<file path="config.mk">
export PLATFORM = sky130hd
export DESIGN_NAME = dmem_burst_responder
export DESIGN_NICKNAME = d
export VERILOG_FILES = /design/src/rtl/dmem_burst_responder_pkg.sv /design/src/rtl/dmem_burst_responder_fifo.sv /design/src/rtl/dmem_burst_responder.sv
export SDC_FILE = /design/constraint.sdc
export NUM_CORES = 1
export LEC_CHECK = 0
export ABC_AREA = 1
export CAP_MARGIN = 5
export CORE_MARGIN = 4
export CORE_UTILIZATION = 57
export DETAILED_ROUTE_END_ITERATION = 7
export PLACE_DENSITY = 0.95
export SYNTH_ARGS = -nofsm -noshare
export SYNTH_HDL_FRONTEND = slang
export SYNTH_HIERARCHICAL = 1
export SYNTH_SLANG_ARGS = --single-unit
</file>
<file path="constraint.sdc">
create_clock -name clk -period 7.4 [get_ports clk]
set_input_delay 1.85 -clock clk [delete_from_list [all_inputs] [get_ports clk]]
set_output_delay 1.85 -clock clk [all_outputs]
set_load 0.005 [all_outputs]
</file>
<file path="src/rtl/dmem_burst_responder_pkg.sv">
// Shared encodings for the DMem burst responder: channel FSM states,
// write-status code and the full-word byte-enable pattern.
package dmem_resp_pkg;

  localparam logic [1:0] R_IDLE  = 2'd0;
  localparam logic [1:0] R_WAIT  = 2'd1;
  localparam logic [1:0] R_ISSUE = 2'd2;
  localparam logic [1:0] R_DRAIN = 2'd3;

  localparam logic [1:0] W_IDLE  = 2'd0;
  localparam logic [1:0] W_WAIT  = 2'd1;
  localparam logic [1:0] W_DATA  = 2'd2;
  localparam logic [1:0] W_RESP  = 2'd3;

  localparam logic       STATUS_OK = 1'b1;
  localparam logic [3:0] WBE_FULL  = 4'hF;

endpackage

</file>
<file path="src/rtl/dmem_burst_responder_fifo.sv">
// Synchronous show-ahead FIFO buffering read beats between DMem port A
// and the read-data channel.
module resp_fifo #(
  parameter int DWIDTH = 32,
  parameter int DEPTH  = 4
) (
  input  logic                     clk,
  input  logic                     rst,
  input  logic                     push,
  input  logic [DWIDTH-1:0]        din,
  input  logic                     pop,
  output logic [DWIDTH-1:0]        dout,
  output logic                     full,
  output logic                     empty,
  output logic [$clog2(DEPTH):0]   count
);

  localparam int PW = $clog2(DEPTH);

  logic [DWIDTH-1:0] mem_q [DEPTH];
  logic [PW-1:0]     wr_ptr_q, wr_ptr_d;
  logic [PW-1:0]     rd_ptr_q, rd_ptr_d;
  logic [PW:0]       count_q, count_d;
  logic              do_push, do_pop;

  always_comb begin
    full     = (count_q == (PW+1)'(DEPTH));
    empty    = (count_q == '0);
    count    = count_q;
    dout     = mem_q[rd_ptr_q];
    do_push  = push && !full;
    do_pop   = pop && !empty;
    wr_ptr_d = do_push ? wr_ptr_q + PW'(1) : wr_ptr_q;
    rd_ptr_d = do_pop  ? rd_ptr_q + PW'(1) : rd_ptr_q;
    count_d  = count_q;
    if (do_push && !do_pop) count_d = count_q + (PW+1)'(1);
    if (do_pop && !do_push) count_d = count_q - (PW+1)'(1);
  end

  always_ff @(posedge clk or negedge rst) begin
    if (!rst) begin
      wr_ptr_q <= '0;
      rd_ptr_q <= '0;
      count_q  <= '0;
    end else begin
      wr_ptr_q <= wr_ptr_d;
      rd_ptr_q <= rd_ptr_d;
      count_q  <= count_d;
    end
  end

  always_ff @(posedge clk) begin
    if (do_push) mem_q[wr_ptr_q] <= din;
  end

endmodule

</file>
<file path="src/rtl/dmem_burst_responder.sv">
// Memory-side burst responder: read bursts served from DMem port A through a
// response FIFO, write bursts streamed to port B; both after a fixed IO latency.
module dmem_burst_responder
  import dmem_resp_pkg::*;
#(
  parameter int AWIDTH      = 14,
  parameter int DWIDTH      = 32,
  parameter int IO_LATENCY  = 10,
  parameter int RFIFO_DEPTH = 4
) (
  input  logic              clk,
  input  logic              rst,
  input  logic [AWIDTH-1:0] req_read_addr,
  input  logic [31:0]       req_read_len,
  input  logic              req_read_addr_valid,
  output logic              req_read_addr_ready,
  output logic [DWIDTH-1:0] resp_read_data,
  output logic              resp_read_data_valid,
  input  logic              resp_read_data_ready,
  input  logic [AWIDTH-1:0] req_write_addr,
  input  logic [31:0]       req_write_len,
  input  logic              req_write_addr_valid,
  output logic              req_write_addr_ready,
  input  logic [DWIDTH-1:0] req_write_data,
  input  logic              req_write_data_valid,
  output logic              req_write_data_ready,
  output logic              resp_write_status,
  output logic              resp_write_status_valid,
  input  logic              resp_write_status_ready,
  output logic [AWIDTH-1:0] dmem_addra,
  output logic [DWIDTH-1:0] dmem_dina,
  output logic [3:0]        dmem_wea,
  input  logic [DWIDTH-1:0] dmem_douta,
  output logic [AWIDTH-1:0] dmem_addrb,
  output logic [DWIDTH-1:0] dmem_dinb,
  output logic [3:0]        dmem_web,
  input  logic [DWIDTH-1:0] dmem_doutb
);

  localparam logic [31:0] LAT    = IO_LATENCY;
  localparam logic [31:0] RDEPTH = RFIFO_DEPTH;
  localparam int          CW     = $clog2(RFIFO_DEPTH) + 1;

  logic              arm_q, arm_d;

  logic [1:0]        rd_state_q, rd_state_d;
  logic [AWIDTH-1:0] rd_addr_q, rd_addr_d;
  logic [31:0]       rd_left_q, rd_left_d;
  logic [31:0]       rd_wait_q, rd_wait_d;
  logic              rd_inflight_q, rd_inflight_d;
  logic              rd_issue;

  logic [1:0]        wr_state_q, wr_state_d;
  logic [AWIDTH-1:0] wr_addr_q, wr_addr_d;
  logic [31:0]       wr_left_q, wr_left_d;
  logic [31:0]       wr_wait_q, wr_wait_d;
  logic              wr_beat;

  logic              fifo_pop, fifo_empty;
  logic [CW-1:0]     fifo_count;
  logic              unused_fifo_full;
  logic              unused_doutb;

  assign unused_doutb = ^dmem_doutb;

  resp_fifo #(
    .DWIDTH (DWIDTH),
    .DEPTH  (RFIFO_DEPTH)
  ) u_rfifo (
    .clk   (clk),
    .rst   (rst),
    .push  (rd_inflight_q),
    .din   (dmem_douta),
    .pop   (fifo_pop),
    .dout  (resp_read_data),
    .full  (unused_fifo_full),
    .empty (fifo_empty),
    .count (fifo_count)
  );

  // Address-ready stays low through reset and rises on the first edge after release.
  always_comb begin
    arm_d = 1'b1;
  end

  always_comb begin
    rd_state_d           = rd_state_q;
    rd_addr_d            = rd_addr_q;
    rd_left_d            = rd_left_q;
    rd_wait_d            = rd_wait_q;
    rd_issue             = 1'b0;
    req_read_addr_ready  = arm_q && (rd_state_q == R_IDLE);
    resp_read_data_valid = !fifo_empty;
    fifo_pop             = resp_read_data_valid && resp_read_data_ready;
    dmem_addra           = rd_addr_q;
    dmem_dina            = '0;
    dmem_wea             = '0;
    case (rd_state_q)
      R_IDLE: begin
        if (req_read_addr_valid && req_read_addr_ready) begin
          rd_addr_d = req_read_addr;
          rd_left_d = req_read_len;
          rd_wait_d = LAT;
          if (req_read_len == '0) rd_state_d = R_IDLE;
          else if (LAT == '0)     rd_state_d = R_ISSUE;
          else                    rd_state_d = R_WAIT;
        end
      end
      R_WAIT: begin
        rd_wait_d = rd_wait_q - 32'd1;
        if (rd_wait_q <= 32'd1) rd_state_d = R_ISSUE;
      end
      R_ISSUE: begin
        // Reserve a FIFO slot for every read still in flight from port A.
        if (32'(fifo_count) + 32'(rd_inflight_q) < RDEPTH) begin
          rd_issue  = 1'b1;
          rd_addr_d = rd_addr_q + AWIDTH'(1);
          rd_left_d = rd_left_q - 32'd1;
          if (rd_left_q == 32'd1) rd_state_d = R_DRAIN;
        end
      end
      R_DRAIN: begin
        if (fifo_empty && !rd_inflight_q) rd_state_d = R_IDLE;
      end
      default: rd_state_d = R_IDLE;
    endcase
    rd_inflight_d = rd_issue;
  end

  always_comb begin
    wr_state_d              = wr_state_q;
    wr_addr_d               = wr_addr_q;
    wr_left_d               = wr_left_q;
    wr_wait_d               = wr_wait_q;
    req_write_addr_ready    = arm_q && (wr_state_q == W_IDLE);
    req_write_data_ready    = (wr_state_q == W_DATA);
    wr_beat                 = req_write_data_ready && req_write_data_valid;
    dmem_addrb              = wr_addr_q;
    dmem_dinb               = wr_beat ? req_write_data : '0;
    dmem_web                = wr_beat ? WBE_FULL : 4'h0;
    resp_write_status_valid = (wr_state_q == W_RESP);
    resp_write_status       = resp_write_status_valid ? STATUS_OK : 1'b0;
    case (wr_state_q)
      W_IDLE: begin
        if (req_write_addr_valid && req_write_addr_ready) begin
          wr_addr_d = req_write_addr;
          wr_left_d = req_write_len;
          wr_wait_d = LAT;
          if (LAT != '0)               wr_state_d = W_WAIT;
          else if (req_write_len == '0) wr_state_d = W_RESP;
          else                         wr_state_d = W_DATA;
        end
      end
      W_WAIT: begin
        wr_wait_d = wr_wait_q - 32'd1;
        if (wr_wait_q <= 32'd1) wr_state_d = (wr_left_q == '0) ? W_RESP : W_DATA;
      end
      W_DATA: begin
        if (wr_beat) begin
          wr_addr_d = wr_addr_q + AWIDTH'(1);
          wr_left_d = wr_left_q - 32'd1;
          if (wr_left_q == 32'd1) wr_state_d = W_RESP;
        end
      end
      W_RESP: begin
        if (resp_write_status_ready) wr_state_d = W_IDLE;
      end
      default: wr_state_d = W_IDLE;
    endcase
  end

  always_ff @(posedge clk or negedge rst) begin
    if (!rst) begin
      arm_q         <= 1'b0;
      rd_state_q    <= R_IDLE;
      rd_addr_q     <= '0;
      rd_left_q     <= '0;
      rd_wait_q     <= '0;
      rd_inflight_q <= 1'b0;
      wr_state_q    <= W_IDLE;
      wr_addr_q     <= '0;
      wr_left_q     <= '0;
      wr_wait_q     <= '0;
    end else begin
      arm_q         <= arm_d;
      rd_state_q    <= rd_state_d;
      rd_addr_q     <= rd_addr_d;
      rd_left_q     <= rd_left_d;
      rd_wait_q     <= rd_wait_d;
      rd_inflight_q <= rd_inflight_d;
      wr_state_q    <= wr_state_d;
      wr_addr_q     <= wr_addr_d;
      wr_left_q     <= wr_left_d;
      wr_wait_q     <= wr_wait_d;
    end
  end

endmodule

</file>
==> results of run 1 <==
[routing by layer]
metal | up-vias | wire (µm) | share of wire (%)
li1 | 7774 | - | -
met2 | 685 | 22700 | 50
met3 | 112 | 3340 | 7.4
met1 | 7428 | 17800 | 39
met4 | 0 | 1440 | 3.2
met5 | - | 0 | 0
[per-stage QoR]
stage / std cells / total power, W / instance area [µm²]
4_1_cts: 2935 / 0.00839 / 20900
5_1_grt: 2936 / 0.00909 / 20900
3_3_place_gp: 2877 / 0.00655 / 19900
6_report: 2936 / 0.00842 / 20900
2_1_floorplan: 2324 / 0.00546 / 17400
3_5_place_dp: 2877 / 0.00676 / 19900
[area by class of cell]
| class | instances | area [µm²] |
|---|---|---|
| fill | 2180 | 8770 |
| sequential | 297 | 8070 |
| multi-input combinational | 1584 | 7370 |
| timing repair buffer | 276 | 2730 |
| inverter | 330 | 1240 |
| clock buffer | 37 | 808 |
| tap | 390 | 488 |
| clock inverter | 21 | 231 |
| antenna | 1 | 2.50 |
[report_power, final]
group,switching (W),internal (W)
Combinational,0.00260,0.00153
Sequential,0.000472,0.00223
Clock,0.000684,0.000896
[flip-flops by register name, indices dropped and copies added (netlist names), 3 cells and up]
register and count:
u_rfifo/count 3, dmem_addrb 14, rd_left_q 32, wr_wait_q 32
wr_left_q 32, dmem_addra 14, rd_wait_q 32, u_rfifo/mem_q 128
[worst max-delay path by stage]
stage / startpoint / end / cells after the start
global placement: req_write_data_valid / dmem_web[2] / 4
global route: req_write_data_valid / dmem_dinb[27] / 4
CTS: req_write_data_valid / dmem_dinb[20] / 4
detailed placement: req_write_data_valid / dmem_dinb[20] / 4
floorplan: req_write_data_valid / dmem_web[0] / 4
finish: req_write_data_valid / dmem_dinb[20] / 4
[worst max-delay path: stages]
cell	delay [ns]
clkdlybuf4s50_1	0.47
nand2_1	0.64
nor2_1	0.38
clkdlybuf4s50_1	0.56
==> flow_metrics.py, run 1 <==
metrics = {
    "cells_and_area": {
        "final_common_cell": "nand2_1",
        "drive_gt1_share_pct": 3.85,
        "final_util_pct": 70.5,
        "syn_to_final_growth_pct": 21.5,
        "layout_common_cells": "nand2_1, nor2_1, inv_1, clkdlybuf4s50_1, dfrtp_1",
        "nNetsFinal": 2740,
    },
    "critical_path": {
        "cp-start-kind": "input port",
        "r2r_slack_ns": 3.76,
        "reg2reg_depth": 12,
        "required_ns": 5.55,
        "r2r_start": "wr_state_q[0]",
        "path_class": "in -> out",
        "r2r_end": "wr_left_q[7]",
        "cp.arrival_ns": 3.91,
        "cp-end-kind": "primary output",
        "path_max_fanout": 33,
    },
    "floorplan": {
        "coreArea_um2": 29700,
        "num_rows": 63,
        "die_w_um": 182,
        "design.die.area_um2": 33100,
        "start_util_pct": 58.0,
        "die_y_um": 182,
        "io_pins": 333,
    },
    "clock_tree": {
        "cts_tree": "yes",
        "postCtsSetupBuffers": 0,
        "clk_transition_reported_paths_ns": 0.06,
        "cts_inserted_buffers": 31,
        "clock-sinks": 297,
        "clock_latency_ns": 0.57,
        "h-tree-depth": 1,
        "cts_resized": 0,
        "cts_root_buf": "clkbuf_16",
        "clockBufferDepth": 3,
        "hold_buffers": 0,
    },
    "routing": {
        "drtAntennaViolNets": 0,
        "wire_per_inst_um": 15.4,
        "first_iter_violations": 1370,
        "first_pass_iters": 6,
        "drt-total-wl_mm": 45.2,
        "avgViaCountPerCell": 5.45,
        "vias": 16000,
        "drc": 0,
    },
    "logic_synthesis": {
        "postSynthCellCount": 2289,
        "yosys_warnings": 6,
        "synth_area_um2": 17200,
        "postSynthAreaPerCell_um2": 7.53,
    },
    "grt": {
        "grt_busiest_layer": "met2",
        "gr-usage-met2_pct": 47.2,
        "grt_usage_pct": 26.5,
        "grt_pass1_wl_mm": 74.1,
        "grt_max_degree": 103,
        "grt_overflow": 0,
        "antenna_found_initial": 1,
        "first_global_vias": 15700,
        "use_met3_pct": 3.97,
        "use_met1_pct": 33.3,
    },
    "timing": {
        "finalSetupTns_ns": 0,
        "slew_violations": 0,
        "fmax_ghz": 0.174,
        "slew_headroom_pct": 23.0,
        "fin_ws_ns": 1.64,
        "rsz0062_at_grt": "no",
        "fin_crit_ns": 5.76,
        "worst_pin_slew_ns": 1.15,
        "finalSetupViolCount": 0,
        "hold_viol": 0,
        "fin_crit_sh_pct": 77.9,
        "skew_ns": 0.0155,
        "holdWs_ns": 0.497,
    },
    "hold_path": {
        "worstHoldStart": "rd_wait_q[8]",
        "hold_class": "reg -> reg",
        "min_path_cells": 1,
        "whs_endpoint": "rd_wait_q[8]",
    },
    "power": {
        "p_per_area_nw_per_um2": 402,
        "leakagePower_nw": 9.54,
        "vdd_drop_max_mv": 0.290,
    },
    "placement": {
        "post-place-ws_ns": 1.66,
        "routabilityCongestion": 0.913,
        "place_hpwl_mm": 31.1,
        "place.port_buffers": 264,
    },
    "run": {
        "max-cap-violations": 0,
    },
    "outcome": {
        "status": "complete, no violations",
    },
}
Note: power is estimated with default switching activity, not from simulation.
==> run 2: changes to the inputs <==
--- a/config.mk
+++ b/config.mk
@@ -8,9 +8,9 @@
 export ABC_AREA = 1
 export CAP_MARGIN = 5
 export CORE_MARGIN = 4
-export CORE_UTILIZATION = 57
+export CORE_UTILIZATION = 53
 export DETAILED_ROUTE_END_ITERATION = 7
-export PLACE_DENSITY = 0.95
+export PLACE_DENSITY = 0.91
 export SYNTH_ARGS = -nofsm -noshare
 export SYNTH_HDL_FRONTEND = slang
 export SYNTH_HIERARCHICAL = 1
==> constraint.sdc (replaced) <==
create_clock -name clk -period 5.7 [get_ports clk]
set_input_delay 1.425 -clock clk [delete_from_list [all_inputs] [get_ports clk]]
set_output_delay 1.425 -clock clk [all_outputs]
set_load 0.005 [all_outputs]
==> flow_metrics.py, run 2 (same netlist as run 1, synthesis figures left out) <==
metrics = {
    "cells_and_area": {
        "largest_register_ffs": 128,
        "layout_common_cells": "nand2_1, nor2_1, inv_1, clkdlybuf4s50_1, dfrtp_1",
        "instances_no_fill": 2985,
        "fillers": 2505,
        "nNetsFinal": 2746,
        "drive_gt1_share_pct": 4.08,
        "top_register": "u_rfifo/mem_q",
        "fin_area_um2": 21100,
        "syn_to_final_growth_pct": 22.4,
        "diodes": 0,
        "final_common_cell": "nand2_1",
    },
    "routing": {
        "wire_per_inst_um": 14.7,
        "first_pass_iters": 6,
        "drt-total-wl_mm": 43.9,
        "vias": 16000,
        "first_iter_violations": 1223,
        "drtAntennaViolNets": 0,
        "avgViaCountPerCell": 5.34,
        "drc": 0,
    },
    "clock_tree": {
        "hold_buffers": 0,
        "clock_latency_ns": 0.51,
        "postCtsSetupBuffers": 0,
        "cts_resized": 0,
        "cts_inserted_buffers": 34,
        "clockBufferDepth": 3,
        "clk_transition_reported_paths_ns": 0.06,
        "clock-sinks": 297,
        "cts_tree": "yes",
        "cts_root_buf": "clkbuf_16",
        "h-tree-depth": 2,
    },
    "critical_path": {
        "cp_common_cell": "clkdlybuf4s50_1",
        "critical_path.slowest_cell": "nand2_1",
        "slowest_delay_ns": 0.59,
        "cp-start-kind": "input port",
        "worstSetupStartpoint": "req_write_data_valid",
        "cp-end-kind": "primary output",
        "cp.arrival_ns": 3.41,
        "required_ns": 4.28,
        "reg2reg_depth": 13,
        "path_max_fanout": 33,
        "r2r_end": "wr_left_q[7]",
        "cp_num_buf_inv": 2,
        "cp_top_family": "buffers and inverters",
        "crit_path_cell_trace": "clkdlybuf4s50_1 > nand2_1 > nor2_1 > clkdlybuf4s50_1",
        "r2r_slack_ns": 2.05,
        "path_class": "in -> out",
        "r2r_start": "wr_state_q[0]",
        "crit_path_end": "dmem_dinb[8]",
        "path_depth": 4,
    },
    "grt": {
        "grt_max_degree": 103,
        "first_global_vias": 15400,
        "antenna_found_initial": 0,
        "grt_usage_pct": 24.1,
        "grt_overflow": 0,
        "grt_pass1_wl_mm": 72.6,
    },
    "timing": {
        "worst_pin_slew_ns": 1.07,
        "finalSetupTns_ns": 0,
        "skew_ns": 0.0156,
        "fin_ws_ns": 0.861,
        "fin_crit_ns": 4.84,
        "finalSetupViolCount": 0,
        "rsz0062_at_grt": "no",
        "slew_violations": 0,
        "slew_headroom_pct": 28.6,
        "hold_viol": 0,
        "fin_crit_sh_pct": 84.9,
        "fmax_ghz": 0.207,
    },
    "placement": {
        "routabilityCongestion": 0.958,
        "placed_cells_incl_taps": 2925,
        "place.port_buffers": 264,
        "dpl_cell_area_um2": 20000,
        "place_hpwl_mm": 30.8,
        "post-place-ws_ns": 0.874,
    },
    "floorplan": {
        "io_pins": 333,
        "die_y_um": 188,
        "num_rows": 65,
        "start_util_pct": 54.2,
        "design.die.area_um2": 35500,
        "die_w_um": 188,
        "coreArea_um2": 31800,
    },
    "power": {
        "internal_power_w": 0.00618,
        "clkPwrFrac_pct": 19.6,
        "finalPower_w": 0.0110,
        "p_per_area_nw_per_um2": 523,
        "vdd_drop_max_mv": 0.274,
        "seqPwrFrac_pct": 31.8,
        "leakagePower_nw": 9.62,
        "p_comb_share_pct": 48.6,
        "swShare_pct": 43.9,
        "p_switching_w": 0.00484,
    },
    "run": {
        "max-cap-violations": 0,
    },
    "outcome": {
        "status": "complete, no violations",
    },
    "hold_path": {
        "hold_class": "reg -> reg",
        "min_path_cells": 1,
    },
}
run 2: cell count changes in the layout (fill, tap and decap cells not counted), moves of 2 or more:
cell        before  now
clkinv_1         2    4
clkinv_2         5    7
clkbuf_16       31   35
inv_6            0    3
clkinvlp_4       8    1
buf_4           12   15
clkbuf_1         5    2
clkbuf_8         1    5
run 2: how the worst min path moves through the flow:
| stage | end | slack, ns | startpoint |
|---|---|---|---|
| after floorplan | wr_wait_q[12] | 0.46 | wr_wait_q[12] |
| after global placement | rd_wait_q[9] | 0.48 | rd_wait_q[9] |
| after detailed placement | rd_wait_q[7] | 0.48 | rd_wait_q[7] |
| after CTS | rd_wait_q[7] | 0.49 | rd_wait_q[7] |
| after global routing | rd_wait_q[8] | 0.52 | rd_wait_q[8] |
| final | wr_wait_q[9] | 0.49 | wr_wait_q[9] |
run 2: power by group through the flow:
| stage | logic, W | registers [W] | clock network [W] |
|---|---|---|---|
| global placement | 0.00505 | 0.00348 | 0 |
| global route | 0.00607 | 0.00359 | 0.00229 |
| detailed placement | 0.00527 | 0.00351 | 0 |
| CTS | 0.00532 | 0.00348 | 0.00220 |
| floorplan | 0.00373 | 0.00336 | 0 |
| finish | 0.00535 | 0.00351 | 0.00216 |
run 2: cell type report:
| type | instances | area [µm²] | share of cell area (%) |
|---|---|---|---|
| Clock buffer | 42 | 952 | 4.51 |
| Clock inverter | 18 | 164 | 0.777 |
| Inverter | 330 | 1240 | 5.88 |
| Multi-Input combinational cell | 1584 | 7370 | 34.9 |
| Sequential cell | 297 | 8070 | 38.3 |
| Tap cell | 435 | 544 | 2.58 |
| Timing Repair Buffer | 279 | 2760 | 13.1 |
run 2: stage by stage:
stage               utilization (%)  hold slack (ns)
floorplan                         -            0.456
global placement               62.8            0.478
detailed placement             62.8            0.480
CTS                            66.3            0.489
global route                   66.3            0.517
finish                         66.3            0.492
run 2: routing by layer:
layer / up-vias / global-route usage (%) / share of wire, %
met5: - / 0 / 0
met4: 0 / 7.76 / 2.9
met3: 99 / 3.71 / 7.1
met2: 676 / 42.4 / 49
met1: 7400 / 30.8 / 41
li1: 7775 / - / -
run 2: worst reg2reg max path: stages, from the launching register on:
cell	delay, ns
dfrtp_1	0.44
inv_1	0.14
ha_2	0.21
buf_4	0.53
inv_2	0.28
buf_4	0.30
or2_1	0.27
nand2_1	0.07
buf_4	0.38
inv_2	0.44
o21ai_1	0.26
nand2_1	0.07
o21ai_0	0.08
inv_1	0.06
